`src/rtl/d_strobe_pkg.sv`:
```
// Shared types and defaults for the registered strobe decoder.
package d_strobe_pkg;

    localparam int unsigned STATE_W = 2;
    localparam int unsigned DEF_AW  = 4;
    localparam int unsigned DEF_HW  = 3;

    typedef enum logic [STATE_W-1:0] {
        IDLE    = 2'd0,
        STROBE  = 2'd1,
        RECOVER = 2'd2
    } state_t;

endpackage

```
`src/rtl/d_dec_onehot.sv`:
```
// Combinational AW-to-2^AW active-low one-hot decoder with enable.
module d_dec_onehot
    import d_strobe_pkg::*;
#(
    parameter int unsigned AW = DEF_AW
) (
    input  logic [AW-1:0]        sel,
    input  logic                 en,
    output logic [(1<<AW)-1:0]   z
);

    always_comb begin
        z = '1;
        if (en) begin
            z[sel] = 1'b0;
        end
    end

endmodule

```
`src/rtl/d_strobe_dec.sv`:
```
// Registered address decoder driving one timed active-low strobe per request.
module d_strobe_dec
    import d_strobe_pkg::*;
#(
    parameter int unsigned AW = DEF_AW,
    parameter int unsigned HW = DEF_HW
) (
    input  logic                 sys_clk,
    input  logic                 resetl,
    input  logic [AW-1:0]        a,
    input  logic                 g1n,
    input  logic                 g2n,
    input  logic                 req,
    input  logic [HW-1:0]        hold,
    output logic [(1<<AW)-1:0]   z,
    output logic                 busy,
    output logic                 done,
    output logic                 abort
);

    state_t        state_q, state_d;
    logic [AW-1:0] addr_q, addr_d;
    logic [HW-1:0] cnt_q, cnt_d;
    logic          abort_q, abort_d;
    logic          gg;

    assign gg = ~(g1n | g2n);

    // State register
    always_ff @(posedge sys_clk or negedge resetl) begin
        if (!resetl) begin
            state_q <= IDLE;
            addr_q  <= '0;
            cnt_q   <= '0;
            abort_q <= 1'b0;
        end else begin
            state_q <= state_d;
            addr_q  <= addr_d;
            cnt_q   <= cnt_d;
            abort_q <= abort_d;
        end
    end

    // Next-state logic; the recovery edge doubles as the first acceptance
    // edge so back-to-back strobes are separated by exactly one high cycle.
    always_comb begin
        state_d = state_q;
        addr_d  = addr_q;
        cnt_d   = cnt_q;
        abort_d = abort_q;
        unique case (state_q)
            IDLE, RECOVER: begin
                abort_d = 1'b0;
                if (state_q == RECOVER) begin
                    state_d = IDLE;
                end
                if (req && gg) begin
                    addr_d  = a;
                    cnt_d   = hold;
                    state_d = STROBE;
                end
            end
            STROBE: begin
                if (!gg) begin
                    state_d = RECOVER;
                    abort_d = 1'b1;
                end else if (cnt_q == '0) begin
                    state_d = RECOVER;
                end else begin
                    cnt_d = cnt_q - HW'(1);
                end
            end
            default: begin
                state_d = IDLE;
                abort_d = 1'b0;
            end
        endcase
    end

    d_dec_onehot #(
        .AW (AW)
    ) u_dec (
        .sel (addr_q),
        .en  (state_q == STROBE),
        .z   (z)
    );

    // Status decoded from registered state only
    assign busy  = (state_q != IDLE);
    assign done  = (state_q == RECOVER);
    assign abort = (state_q == RECOVER) & abort_q;

endmodule
```
`config.mk`:
```
export PLATFORM = sky130hd
export DESIGN_NAME = d_strobe_dec
export DESIGN_NICKNAME = d
export VERILOG_FILES = /design/src/rtl/d_strobe_pkg.sv /design/src/rtl/d_dec_onehot.sv /design/src/rtl/d_strobe_dec.sv
export SDC_FILE = /design/constraint.sdc
export NUM_CORES = 1
export LEC_CHECK = 0
export ABC_AREA = 0
export BUFFER_PORTS_ARGS = -buffer_cell sky130_fd_sc_hd__buf_4
export CORE_MARGIN = 3
export CORE_UTILIZATION = 43
export DETAILED_ROUTE_END_ITERATION = 7
export HOLD_SLACK_MARGIN = 0.08
export PLACE_DENSITY = 0.74
export SLEW_MARGIN = 10
export SYNTH_ARGS = -nofsm -noshare
export SYNTH_HDL_FRONTEND = slang
export SYNTH_SLANG_ARGS = --single-unit
```
`constraint.sdc`:
```
create_clock -name sys_clk -period 1.6 [get_ports sys_clk]
set_clock_uncertainty 0.15 [all_clocks]
set_input_delay 0.32 -clock sys_clk [delete_from_list [all_inputs] [get_ports sys_clk]]
set_output_delay 0.32 -clock sys_clk [all_outputs]
set_load 0.01 [all_outputs]
```
==> impl_results.md <==
* # IOs at 31
* Gr ovfl total at 0
* Row cnt at 13
* Core Region at about 0.0013 mm²
* Post-route setup slack at -259.8 ps
* Unique masters post-synth at 23
* Fillers at between 80 and 90
* VDD IR max at between 0.6 and 0.7 mV
* Sum Neg Setup Slack at -3746 ps
* Max cap viols at 0
* Most common cell after layout, fill and taps aside: buf_4
* Max clock buf depth at 2
* Drt total wl at about 1.7 mm
* Reg-to-reg startpoint: state_q[0]
* Share of layout cells above drive strength 1 at 61.47%
* Wire length per cell at 13.98 µm
* RSZ-0062 raised after global routing: yes
* P&R area growth vs syn at 75.51%
* Vias at 627
* Insertion delay to the later sink of the worst-skew pair at approximately 270 ps
* Initial antenna violation count at 0
* Post-DR vias/cell at approximately 5
* Part of the cycle the worst path needs at 116.2%
* Failing checks: setup timing
* 1st-iter DRT viols at 6
* Max FO, Critical Path at 4
* First-pass GRT wire length at between 2 and 3 mm
* Vias in the first global route at around 640
* Hold Path Class: in2reg
* Min-delay src: a[0]
* Max Fclk at roughly 540 MHz
* DRT Pass-1 Iters at 4
* CTS root buffer: clkbuf_4
* Final min period at 1860 ps
* Slew @ Worst Pin at approximately 340 ps
* Number of flops mapped to enable cells by yosys at 0
* Antenna cells at 0
* Largest net degree at the start of global routing at 11
* Main flop type after synthesis: dfrtp_1
* Synthesis-stage register bit count at 10
* Clk slew on worst S/H paths at 60 ps
* Ys Warns at 0
* Async SR Flop Fraction at 100.0%
* Fin util at between 80% and 90%
* Final nets at 125
* Worst Path Arrival at between 1000 and 1500 ps
* Met3 Track Usage GR at approximately 3.7%
* Leak pwr at 0.4891 nW
* CTS tree: yes
* Status: finished with violations
* H-tree depth at 1
* Max Transition Viols Final at 0
* Post-DP HPWL at 1.157 mm
* CTS sink count at 10
* Required @ worst endpoint at ~1100 ps
* Remaining DRCs at 0
* Most frequent cells in the layout: buf_4 (20), buf_6 (18), dfrtp_1 (9)
* Busiest grt layer: met2
* Final hold slack at approximately 140 ps
* Final ANT Viol Nets at 0
* Sequential area share after synthesis at between 40 and 50%
* PortBufs at 30
* Final setup violation count at 24
* Synth Instances at 68
* Setup CP Type: reg2out
* PwrDens at between 700 and 800 mW/mm²
* Worst Setup Start Kind: flop
* Mapped Area at a little over 600 µm²
* GRT Resource Usage Total at approximately a fifth
* Die Footprint at ~0.0019 mm²
* Placer Congestion at 0.7366
* Die Ht at roughly 44 µm
* Worst Setup End Kind: output port
* Slew HR at about three quarters
* Starting Density at between 40% and 50%
* Post-Syn Area per Cell at slightly above 9 µm²
* Die W at around 44 µm
* Number of CTS-inserted buffers at 3
* Synthesized Nets at slightly above 80
* Endpoints failing hold at 0
* Met2 usage at around 29%
* Setup crit start: state_q[1]
* Met1 Track Usage GR at between 20 and 30%
* Overall Power at between 0.8 and 0.9 mW
synthesized netlist by cell type (all sizes together) (2+ instances only):
master | instances | area, µm²
inv | 3 | 11.26
nor2 | 7 | 28.78
mux2 | 4 | 45.04
ha | 2 | 25.02
dfrtp | 10 | 250.2
nand2 | 14 | 52.55
nor2b | 2 | 12.51
nor3 | 2 | 10.01
o21ai | 3 | 15.01
a21oi | 3 | 15.01
and2b | 2 | 17.52
nand3 | 5 | 25.02
nand2b | 2 | 12.51
through the flow:
| step | cell area [µm²] | setup slack (ps) | cells |
|---|---|---|---|
| floorplan | 623.1 | 43.49 | 68 |
| detailed placement | 892.1 | 6.003 | 116 |
| global placement | 892.1 | 17.85 | 116 |
| finish | 1085 | -259.8 | 124 |
| CTS | 1041 | -214.1 | 122 |
| global route | 1085 | -335.3 | 124 |
critical path, cell delays in order (launching register included):
cell     delay, ps
dfrtp_1        400
and2b_2        260
and3_4         220
nand3_1         80
buf_4          160
metal layers:
layer / vias to the layer above / routed length, µm
li1: 312 / -
met1: 299 / 795
met2: 12 / 847
met3: 4 / 64
met4: 0 / 25
met5: - / 0
cells by family after synthesis:
logic type	Yosys count	synth area share, %
AO/OA/AOI/OAI	9	11.74
adder cells (fa/ha/maj)	2	4.048
buffers and inverters	4	2.631
flip-flops	10	40.49
multiplexers	4	7.287
AND/OR/NAND/NOR	39	33.81
sequential cells by signal, summed over array words and instances, names as in the netlist:
signal and cells:
addr_q 4, state_q 2, abort_q 1, cnt_q 3
worst paths after layout:
kind	to	slack, ps	cells past startpoint
min in group asynchronous	cnt_q[1]	280	2
hold reg to reg	abort_q	360	2
setup / recovery	z[15]	-260	4
hold / removal	addr_q[0]	140	2
max in group asynchronous	state_q[0]	870	2
setup reg to reg	addr_q[2]	-80	5
layout make-up:
cell class | instances | area, µm² | area share [%]
clock buffer | 3 | 22.52 | 2.076
inverter | 3 | 11.26 | 1.038
multi-input combinational | 54 | 417.9 | 38.52
sequential | 10 | 251.5 | 23.18
tap | 15 | 18.77 | 1.730
timing repair buffer | 39 | 362.8 | 33.45
where the power goes:
part | switching, mW | internal [mW] | leakage (nW) | total, mW
clock network | 0.0815 | 0.0867 | 0.0138 | 0.168
registers | 0.0671 | 0.304 | 0.122 | 0.371
logic | 0.135 | 0.154 | 0.353 | 0.289
what timing repair did:
action,CTS,global route
gates cloned,0,0
endpoints found under the hold margin,10,0
setup endpoints to repair,18,23
pin swaps,3,2
hold buffers,1,0
buffers inserted,2,2
resized for setup,27,10
(Power assumes the default switching activity.)
